[config.mk]
export PLATFORM = sky130hd
export DESIGN_NAME = line_fill_engine_flat
export DESIGN_NICKNAME = d
export VERILOG_FILES = /design/src/rtl/mem_if_pkg.sv /design/src/rtl/line_fill_engine_if.sv /design/src/rtl/line_byte_packer.sv /design/src/rtl/line_fill_engine.sv /design/src/flat_wrapper.sv
export SDC_FILE = /design/constraint.sdc
export NUM_CORES = 1
export LEC_CHECK = 0
export BUFFER_PORTS_ARGS = -buffer_cell sky130_fd_sc_hd__buf_2
export CAP_MARGIN = 20
export CORE_UTILIZATION = 54
export CTS_CLUSTER_DIAMETER = 80
export DETAILED_ROUTE_END_ITERATION = 8
export PLACE_DENSITY = 0.8
export SLEW_MARGIN = 10
export SYNTH_ARGS = -nofsm -noshare
export SYNTH_HDL_FRONTEND = slang
export SYNTH_SLANG_ARGS = --single-unit
[constraint.sdc]
create_clock -name clk -period 2.49 [get_ports clk]
set_clock_uncertainty 0.1 [all_clocks]
set_input_delay 0 -clock clk [delete_from_list [all_inputs] [get_ports clk]]
set_output_delay 0 -clock clk [all_outputs]
set_load 0.02 [all_outputs]
[src/rtl/mem_if_pkg.sv]
// -----------------------------------------------------------------------------
// mem_if_pkg
// Shared definitions for the line fill engine:
//   - request op encodings (op_e)
//   - engine state encoding (state_e)
//   - default line geometry constants (BYTES_PER_LINE, OFFSET_BITS, LINE_WIDTH)
//   - line_t: one whole cache line
// -----------------------------------------------------------------------------
package mem_if_pkg;

    localparam int BYTES_PER_LINE = 8;
    localparam int OFFSET_BITS    = $clog2(BYTES_PER_LINE);
    localparam int LINE_WIDTH     = 8 * BYTES_PER_LINE;

    typedef enum logic [1:0] {
        OP_READ    = 2'b00,
        OP_WRITE   = 2'b01,
        OP_WB_FILL = 2'b10,
        OP_RSVD    = 2'b11
    } op_e;

    typedef enum logic [2:0] {
        ST_IDLE,
        ST_WR,
        ST_RD,
        ST_DRAIN,
        ST_RESP
    } state_e;

    typedef logic [LINE_WIDTH-1:0] line_t;

endpackage

[src/rtl/line_fill_engine_if.sv]
// -----------------------------------------------------------------------------
// line_fill_engine_if
// Bundles the cache-side request/response port and the byte-wide memory port
// of the line fill engine.
//   master : the environment (cache controller + memory) side
//   slave  : the engine side
// Signals:
//   req_valid/req_ready/req_op/req_addr/req_wb_addr/req_wdata : line request
//   resp_valid/resp_rdata/resp_err                             : completion pulse
//   mem_addr/mem_wdata/mem_we/mem_rdata                        : byte memory bus
// -----------------------------------------------------------------------------
interface line_fill_engine_if #(
    parameter int ADDR_WIDTH     = 32,
    parameter int BYTES_PER_LINE = 8
);
    localparam int LINE_WIDTH = 8 * BYTES_PER_LINE;

    logic                  req_valid;
    logic                  req_ready;
    logic [1:0]            req_op;
    logic [ADDR_WIDTH-1:0] req_addr;
    logic [ADDR_WIDTH-1:0] req_wb_addr;
    logic [LINE_WIDTH-1:0] req_wdata;

    logic                  resp_valid;
    logic [LINE_WIDTH-1:0] resp_rdata;
    logic                  resp_err;

    logic [ADDR_WIDTH-1:0] mem_addr;
    logic [7:0]            mem_wdata;
    logic                  mem_we;
    logic [7:0]            mem_rdata;

    modport master (
        output req_valid, req_op, req_addr, req_wb_addr, req_wdata, mem_rdata,
        input  req_ready, resp_valid, resp_rdata, resp_err,
               mem_addr, mem_wdata, mem_we
    );

    modport slave (
        input  req_valid, req_op, req_addr, req_wb_addr, req_wdata, mem_rdata,
        output req_ready, resp_valid, resp_rdata, resp_err,
               mem_addr, mem_wdata, mem_we
    );

endinterface

[src/rtl/line_byte_packer.sv]
// -----------------------------------------------------------------------------
// line_byte_packer
// One cache line held as individually addressable bytes.
// Ports:
//   clk, srst     : clock, synchronous active-high reset (buffer -> 0)
//   i_clear       : zero the whole line (highest priority)
//   i_load        : load the whole line from i_load_line
//   i_wr_en       : write i_wr_byte into byte i_wr_idx
//   i_rd_idx      : byte index for o_rd_byte (reads the registered line)
//   o_rd_byte     : registered byte at i_rd_idx
//   o_line_next   : the line as it will be after this edge, so a caller can
//                   register the final line in the same cycle the last byte
//                   is written
// -----------------------------------------------------------------------------
module line_byte_packer #(
    parameter int BYTES_PER_LINE = 8
) (
    input  logic                              clk,
    input  logic                              srst,
    input  logic                              i_clear,
    input  logic                              i_load,
    input  logic [8*BYTES_PER_LINE-1:0]       i_load_line,
    input  logic                              i_wr_en,
    input  logic [$clog2(BYTES_PER_LINE)-1:0] i_wr_idx,
    input  logic [7:0]                        i_wr_byte,
    input  logic [$clog2(BYTES_PER_LINE)-1:0] i_rd_idx,
    output logic [7:0]                        o_rd_byte,
    output logic [8*BYTES_PER_LINE-1:0]       o_line_next
);
    localparam int IDX_BITS   = $clog2(BYTES_PER_LINE);
    localparam int LINE_WIDTH = 8 * BYTES_PER_LINE;

    logic [LINE_WIDTH-1:0] r_line;
    logic [LINE_WIDTH-1:0] w_line_next;
    logic [7:0]            w_bytes [BYTES_PER_LINE];

    generate
        for (genvar gi = 0; gi < BYTES_PER_LINE; gi++) begin : g_byte
            assign w_line_next[8*gi +: 8] =
                i_clear                                     ? 8'h00 :
                i_load                                      ? i_load_line[8*gi +: 8] :
                (i_wr_en && (i_wr_idx == IDX_BITS'(gi)))    ? i_wr_byte :
                                                              r_line[8*gi +: 8];
            assign w_bytes[gi] = r_line[8*gi +: 8];
        end
    endgenerate

    always_ff @(posedge clk) begin
        if (srst) begin
            r_line <= '0;
        end else begin
            r_line <= w_line_next;
        end
    end

    assign o_rd_byte   = w_bytes[i_rd_idx];
    assign o_line_next = w_line_next;

endmodule

[src/rtl/line_fill_engine.sv]
// -----------------------------------------------------------------------------
// line_fill_engine
// Turns whole-line cache requests into byte-serial memory bursts:
//   READ     : 8 byte reads, line returned on resp_rdata
//   WRITE    : 8 byte writes
//   WB_FILL  : 8 byte writes of the victim, then 8 byte reads of the new line
//   reserved : immediate response with resp_err
// Ports:
//   clk  : rising-edge clock
//   rst  : synchronous active-high reset; aborts any burst, no response issued
//   bus  : line_fill_engine_if.slave (request, response and memory bus)
// All outputs are registered except req_ready, which is high only in IDLE.
// -----------------------------------------------------------------------------
module line_fill_engine #(
    parameter int ADDR_WIDTH     = 32,
    parameter int BYTES_PER_LINE = 8
) (
    input  logic                clk,
    input  logic                rst,
    line_fill_engine_if.slave   bus
);
    import mem_if_pkg::*;

    localparam int OFF_BITS   = $clog2(BYTES_PER_LINE);
    localparam int TAG_BITS   = ADDR_WIDTH - OFF_BITS;
    localparam int LINE_WIDTH = 8 * BYTES_PER_LINE;

    localparam logic [OFF_BITS-1:0] IDX_ZERO = '0;
    localparam logic [OFF_BITS-1:0] IDX_ONE  = OFF_BITS'(1);
    localparam logic [OFF_BITS-1:0] IDX_LAST = OFF_BITS'(BYTES_PER_LINE - 1);

    state_e                r_state;
    op_e                   r_op;
    logic [TAG_BITS-1:0]   r_wb_line;
    logic [TAG_BITS-1:0]   r_fill_line;
    logic [OFF_BITS-1:0]   r_cnt;

    logic [ADDR_WIDTH-1:0] r_mem_addr;
    logic [7:0]            r_mem_wdata;
    logic                  r_mem_we;
    logic                  r_resp_valid;
    logic                  r_resp_err;
    logic [LINE_WIDTH-1:0] r_resp_rdata;

    op_e                   w_req_op;
    logic                  w_accept;
    logic                  w_is_wr_op;
    logic                  w_buf_clear;
    logic                  w_buf_load;
    logic                  w_buf_wr_en;
    logic [OFF_BITS-1:0]   w_buf_wr_idx;
    logic [OFF_BITS-1:0]   w_buf_rd_idx;
    logic [7:0]            w_buf_rd_byte;
    logic [LINE_WIDTH-1:0] w_buf_line_next;
    logic [TAG_BITS-1:0]   w_req_wb_line;
    logic [TAG_BITS-1:0]   w_req_fill_line;
    logic                  w_unused;

    assign w_req_op        = op_e'(bus.req_op);
    assign w_accept        = bus.req_valid && (r_state == ST_IDLE);
    assign w_is_wr_op      = (w_req_op == OP_WRITE) || (w_req_op == OP_WB_FILL);
    assign w_req_wb_line   = bus.req_wb_addr[ADDR_WIDTH-1:OFF_BITS];
    assign w_req_fill_line = bus.req_addr[ADDR_WIDTH-1:OFF_BITS];

    // Offset bits of the request addresses are deliberately ignored.
    assign w_unused = ^{bus.req_addr[OFF_BITS-1:0], bus.req_wb_addr[OFF_BITS-1:0]};

    // The buffer first carries the writeback line (serialised a byte at a time)
    // and is cleared before the fill bytes are collected into it.
    assign w_buf_load  = w_accept && w_is_wr_op;
    assign w_buf_clear = (w_accept && !w_is_wr_op) ||
                         ((r_state == ST_WR) && (r_cnt == IDX_LAST) && (r_op == OP_WB_FILL));

    // Read data lags the address by one cycle, so the byte arriving while the
    // counter shows k belongs to index k-1; DRAIN (counter back at 0) picks up
    // the last byte through the same wrap.
    assign w_buf_wr_en  = ((r_state == ST_RD) && (r_cnt != IDX_ZERO)) || (r_state == ST_DRAIN);
    assign w_buf_wr_idx = r_cnt - IDX_ONE;

    // Next byte to drive during a write burst.
    assign w_buf_rd_idx = r_cnt + IDX_ONE;

    line_byte_packer #(
        .BYTES_PER_LINE (BYTES_PER_LINE)
    ) u_packer (
        .clk         (clk),
        .srst        (rst),
        .i_clear     (w_buf_clear),
        .i_load      (w_buf_load),
        .i_load_line (bus.req_wdata),
        .i_wr_en     (w_buf_wr_en),
        .i_wr_idx    (w_buf_wr_idx),
        .i_wr_byte   (bus.mem_rdata),
        .i_rd_idx    (w_buf_rd_idx),
        .o_rd_byte   (w_buf_rd_byte),
        .o_line_next (w_buf_line_next)
    );

    always_ff @(posedge clk) begin
        if (rst) begin
            r_state      <= ST_IDLE;
            r_op         <= OP_READ;
            r_wb_line    <= '0;
            r_fill_line  <= '0;
            r_cnt        <= '0;
            r_mem_addr   <= '0;
            r_mem_wdata  <= '0;
            r_mem_we     <= 1'b0;
            r_resp_valid <= 1'b0;
            r_resp_err   <= 1'b0;
            r_resp_rdata <= '0;
        end else begin
            case (r_state)
                ST_IDLE: begin
                    if (w_accept) begin
                        r_op        <= w_req_op;
                        r_wb_line   <= w_req_wb_line;
                        r_fill_line <= w_req_fill_line;
                        r_cnt       <= '0;
                        case (w_req_op)
                            OP_WRITE, OP_WB_FILL: begin
                                r_state     <= ST_WR;
                                r_mem_we    <= 1'b1;
                                r_mem_addr  <= {w_req_wb_line, IDX_ZERO};
                                r_mem_wdata <= bus.req_wdata[7:0];
                            end
                            OP_READ: begin
                                r_state    <= ST_RD;
                                r_mem_we   <= 1'b0;
                                r_mem_addr <= {w_req_fill_line, IDX_ZERO};
                            end
                            default: begin
                                r_state      <= ST_RESP;
                                r_resp_valid <= 1'b1;
                                r_resp_err   <= 1'b1;
                                r_resp_rdata <= '0;
                            end
                        endcase
                    end
                end

                ST_WR: begin
                    if (r_cnt == IDX_LAST) begin
                        r_cnt    <= '0;
                        r_mem_we <= 1'b0;
                        if (r_op == OP_WB_FILL) begin
                            r_state    <= ST_RD;
                            r_mem_addr <= {r_fill_line, IDX_ZERO};
                        end else begin
                            r_state      <= ST_RESP;
                            r_resp_valid <= 1'b1;
                            r_resp_err   <= 1'b0;
                            r_resp_rdata <= '0;
                        end
                    end else begin
                        r_cnt       <= r_cnt + IDX_ONE;
                        r_mem_addr  <= {r_wb_line, r_cnt + IDX_ONE};
                        r_mem_wdata <= w_buf_rd_byte;
                    end
                end

                ST_RD: begin
                    if (r_cnt == IDX_LAST) begin
                        r_cnt   <= '0;
                        r_state <= ST_DRAIN;
                    end else begin
                        r_cnt      <= r_cnt + IDX_ONE;
                        r_mem_addr <= {r_fill_line, r_cnt + IDX_ONE};
                    end
                end

                ST_DRAIN: begin
                    r_state      <= ST_RESP;
                    r_resp_valid <= 1'b1;
                    r_resp_err   <= 1'b0;
                    r_resp_rdata <= w_buf_line_next;
                end

                ST_RESP: begin
                    r_state      <= ST_IDLE;
                    r_resp_valid <= 1'b0;
                    r_resp_err   <= 1'b0;
                end

                default: begin
                    r_state <= ST_IDLE;
                end
            endcase
        end
    end

    assign bus.req_ready  = (r_state == ST_IDLE);
    assign bus.resp_valid = r_resp_valid;
    assign bus.resp_err   = r_resp_err;
    assign bus.resp_rdata = r_resp_rdata;
    assign bus.mem_addr   = r_mem_addr;
    assign bus.mem_wdata  = r_mem_wdata;
    assign bus.mem_we     = r_mem_we;

endmodule

[src/flat_wrapper.sv]
// flat-port wrapper written by rule: the top's interface ports become plain ports
module line_fill_engine_flat import mem_if_pkg::*;
#(
    parameter int ADDR_WIDTH     = 32,
    parameter int BYTES_PER_LINE = 8
)
  (clk, rst, bus_req_valid, bus_req_op, bus_req_addr, bus_req_wb_addr, bus_req_wdata, bus_mem_rdata, bus_req_ready, bus_resp_valid, bus_resp_rdata, bus_resp_err, bus_mem_addr, bus_mem_wdata, bus_mem_we);
  line_fill_engine_if #(.ADDR_WIDTH(ADDR_WIDTH), .BYTES_PER_LINE(BYTES_PER_LINE)) bus_i ();
  input  logic clk;
  input  logic rst;
  input wire logic [$bits(bus_i.req_valid)-1:0] bus_req_valid;
  input wire logic [$bits(bus_i.req_op)-1:0] bus_req_op;
  input wire logic [$bits(bus_i.req_addr)-1:0] bus_req_addr;
  input wire logic [$bits(bus_i.req_wb_addr)-1:0] bus_req_wb_addr;
  input wire logic [$bits(bus_i.req_wdata)-1:0] bus_req_wdata;
  input wire logic [$bits(bus_i.mem_rdata)-1:0] bus_mem_rdata;
  output wire logic [$bits(bus_i.req_ready)-1:0] bus_req_ready;
  output wire logic [$bits(bus_i.resp_valid)-1:0] bus_resp_valid;
  output wire logic [$bits(bus_i.resp_rdata)-1:0] bus_resp_rdata;
  output wire logic [$bits(bus_i.resp_err)-1:0] bus_resp_err;
  output wire logic [$bits(bus_i.mem_addr)-1:0] bus_mem_addr;
  output wire logic [$bits(bus_i.mem_wdata)-1:0] bus_mem_wdata;
  output wire logic [$bits(bus_i.mem_we)-1:0] bus_mem_we;
  assign bus_i.req_valid = bus_req_valid;
  assign bus_i.req_op = bus_req_op;
  assign bus_i.req_addr = bus_req_addr;
  assign bus_i.req_wb_addr = bus_req_wb_addr;
  assign bus_i.req_wdata = bus_req_wdata;
  assign bus_i.mem_rdata = bus_mem_rdata;
  assign bus_req_ready = bus_i.req_ready;
  assign bus_resp_valid = bus_i.resp_valid;
  assign bus_resp_rdata = bus_i.resp_rdata;
  assign bus_resp_err = bus_i.resp_err;
  assign bus_mem_addr = bus_i.mem_addr;
  assign bus_mem_wdata = bus_i.mem_wdata;
  assign bus_mem_we = bus_i.mem_we;
  line_fill_engine #(.ADDR_WIDTH(ADDR_WIDTH), .BYTES_PER_LINE(BYTES_PER_LINE)) u_core (.clk(clk), .rst(rst), .bus(bus_i));
endmodule
==> results.json <==
{
  "post-place-ws_ns": -0.0638,
  "dr.pass1.iters": 6,
  "synth_most_common_cell": "dfxtp_1",
  "initial_core_util": 0.557,
  "leakage_nw": 6.57,
  "die_x_um": 142,
  "synth-simple-area-share": 0.123,
  "synth_mux_area_frac": 0.0750,
  "synth_adder_area_share": 0.0107,
  "yosysSeqAreaShare": 0.449,
  "ys_warn_count": 0,
  "dp_hpwl_um": 21900,
  "relSlewSlack": 0.394,
  "power_density_mw_per_mm2": 723,
  "fin_crit_ns": 2.41,
  "drtIter0Drc": 1315,
  "cts_tree": "done",
  "drc": 0,
  "synth_area_leaders": "dfxtp_1 (45%), mux2i_1 (7.4%), nand2_1 (6.4%)",
  "fin_tns_setup_ns": 0,
  "crit_arrival_ns": 2.75,
  "grt-ovfl-total": 0,
  "drive_gt1_frac": 0.242,
  "syn_area_mm2": 0.0106,
  "async_flop_share": 0,
  "path_class": "flop to flop",
  "outcome": "finished, final reports clean",
  "synth_seq_cells": 237,
  "grt_pass1_vias": 10500,
  "power_mw": 10.3,
  "viasPerCell": 6.08,
  "synth_top_flop_cell": "dfxtp_1",
  "synth_common_cells": "dfxtp_1 (237), nand2_1 (179), a21oi_1 (87), o21ai_0 (85), nor2_1 (82)",
  "io_pins": 249,
  "grt_use_total": 0.348,
  "fp.coreArea_mm2": 0.0190,
  "rows": 50,
  "hold_path_class": "input pin to flop",
  "met3_length_um": 3450,
  "fmax_ghz": 0.415,
  "cap_violations": 0,
  "finalNetCount": 1648,
  "cts-buffers-inserted": 25,
  "period_share": 0.967,
  "wl_met1_um": 13800,
  "final-hold-violation-count": 0,
  "cts.clk_slew.worst_paths_ns": 0.07,
  "synth_edf_count": 0,
  "setup_viol": 0,
  "cp-start-kind": "flop",
  "netlist.area_leader.share": 0.449,
  "port_buffers": 242,
  "syn_to_final_growth_pct": 35.4,
  "routedWlPerCell_um": 20.7,
  "slew_violations": 0,
  "ys_types": 48,
  "peakVddDrop_v": 0.000531,
  "met2RoutedLength_um": 17800,
  "synth_top_family_by_area": "compound AO/OA/AOI/OAI gates",
  "synth-xor-area-share": 0,
  "grt_pass1_wl_um": 55000,
  "grt_max_degree": 79,
  "cp.required_ns": 2.83,
  "vias": 10800,
  "syn_inst": 1164,
  "die_h_um": 142,
  "crit_fanout": 14,
  "synth_top_cell_by_area": "dfxtp_1",
  "root_buffer": "clkbuf_16",
  "max-clock-path-buffers": 3,
  "highest_layer": "met4",
  "clkLatencyLatePin_ns": 0.52,
  "place.gp.congestion": 1.03,
  "worstMarginPinSlew_ns": 0.910,
  "setup_slack_ns": 0.0816,
  "antenna_left": 0,
  "htreeDepth": 1,
  "syn_nets": 1314,
  "antennaDiodeCount": 0,
  "antenna_found_initial": 0,
  "drt-total-wl_um": 36700,
  "endpoint_kind": "flop",
  "dieArea_mm2": 0.0201,
  "synth_area_per_cell_um2": 9.07,
  "synth-compound-area-share": 0.294,
  "cts.sinks": 237
}
[kinds of logic after synthesis]
logic type                 Yosys count
and+or+nand+nor                    311
AOI/OAI and AO/OA                  415
muxes                               79
adders and majority gates            9
buffers and inverters              113
DFF                                237
[cells in the final DEF (no fill, tap or decap), types with 18 or more instances in the layout]
| cell type | n |
|---|---|
| buf_2 | 241 |
| dfxtp_1 | 237 |
| nand2_1 | 179 |
| dlygate4sd3_1 | 134 |
| a21oi_1 | 87 |
| o21ai_0 | 85 |
| nor2_1 | 81 |
| mux2i_1 | 78 |
| a21o_1 | 49 |
| o211a_1 | 48 |
| a22o_1 | 48 |
| a221oi_1 | 29 |
| a211oi_2 | 29 |
| clkbuf_16 | 27 |
| buf_4 | 24 |
| a22oi_1 | 18 |
[where the power goes]
part | switching [mW] | internal (mW)
Sequential | 0.178 | 4.08
Clock | 1.60 | 2.16
Combinational | 1.35 | 0.959
Total | 3.14 | 7.20
[critical path, stage by stage (launching register included)]
cell and delay [ns]:
dfxtp_1 0.32, ha_1 0.24, ha_1 0.32, a311oi_4 0.77, buf_4 0.32, o21ai_0 0.12, a21oi_1 0.15
[routing by layer]
metal,vias up,GRT usage
met2,702,0.602
met5,-,0
met1,5093,0.418
met4,0,0.155
li1,4864,-
met3,137,0.0678
[final cells by class]
cell class	count	area (um^2)
multi-input cells	815	5360
flip-flops and latches	237	4740
fillers	1216	4660
repair buffers	414	3040
clock buffers	28	637
well taps	260	325
clock inverters	17	178
inverters	5	18.8
[metrics by stage]
step	cells	hold WS, ns	cell area [um^2]	util
6_report	1776	0.152	14300	0.754
5_1_grt	1776	0.178	14300	0.754
4_1_cts	1773	0.154	14200	0.750
3_5_place_dp	1594	0.146	12100	0.636
3_3_place_gp	1594	0.144	12100	0.636
2_1_floorplan	1164	0.0360	10600	-
[what timing repair did]
item | in CTS | in global routing
hold endpoints to repair | 181 | 0
endpoints found under the setup margin | 24 | 44
hold buffers | 134 | 0
gates cloned | 0 | 3
gates resized for setup | 1 | 4
pin swaps | 0 | 1
buffers inserted | 0 | 0
[sequential cells by signal, indices dropped and copies added (netlist names), 2 cells and up]
signal                  count
u_core.bus.mem_addr        32
u_core.bus.mem_wdata        8
u_core.bus.resp_rdata      64
u_core.r_cnt                3
u_core.r_fill_line         29
u_core.r_op                 2
u_core.r_state              3
u_core.r_wb_line           29
u_core.u_packer.r_line     64
[path summary, 6_finish.rpt]
path	from	to	slack, ns	depth (start not counted)
hold reg to reg	u_core.r_fill_line[4]$_SDFFE_PP0P_	u_core.r_fill_line[4]$_SDFFE_PP0P_	0.36	2
hold / removal	bus_req_wdata[20]	u_core.u_packer.r_line[20]$_SDFF_PP0_	0.15	3
setup reg to reg	u_core.r_cnt[0]$_SDFFE_PP0P_	u_core.u_packer.r_line[60]$_SDFF_PP0_	0.08	6
setup / recovery	u_core.r_cnt[0]$_SDFFE_PP0P_	u_core.u_packer.r_line[60]$_SDFF_PP0_	0.08	6
Note: power is estimated with default switching activity, not from simulation.
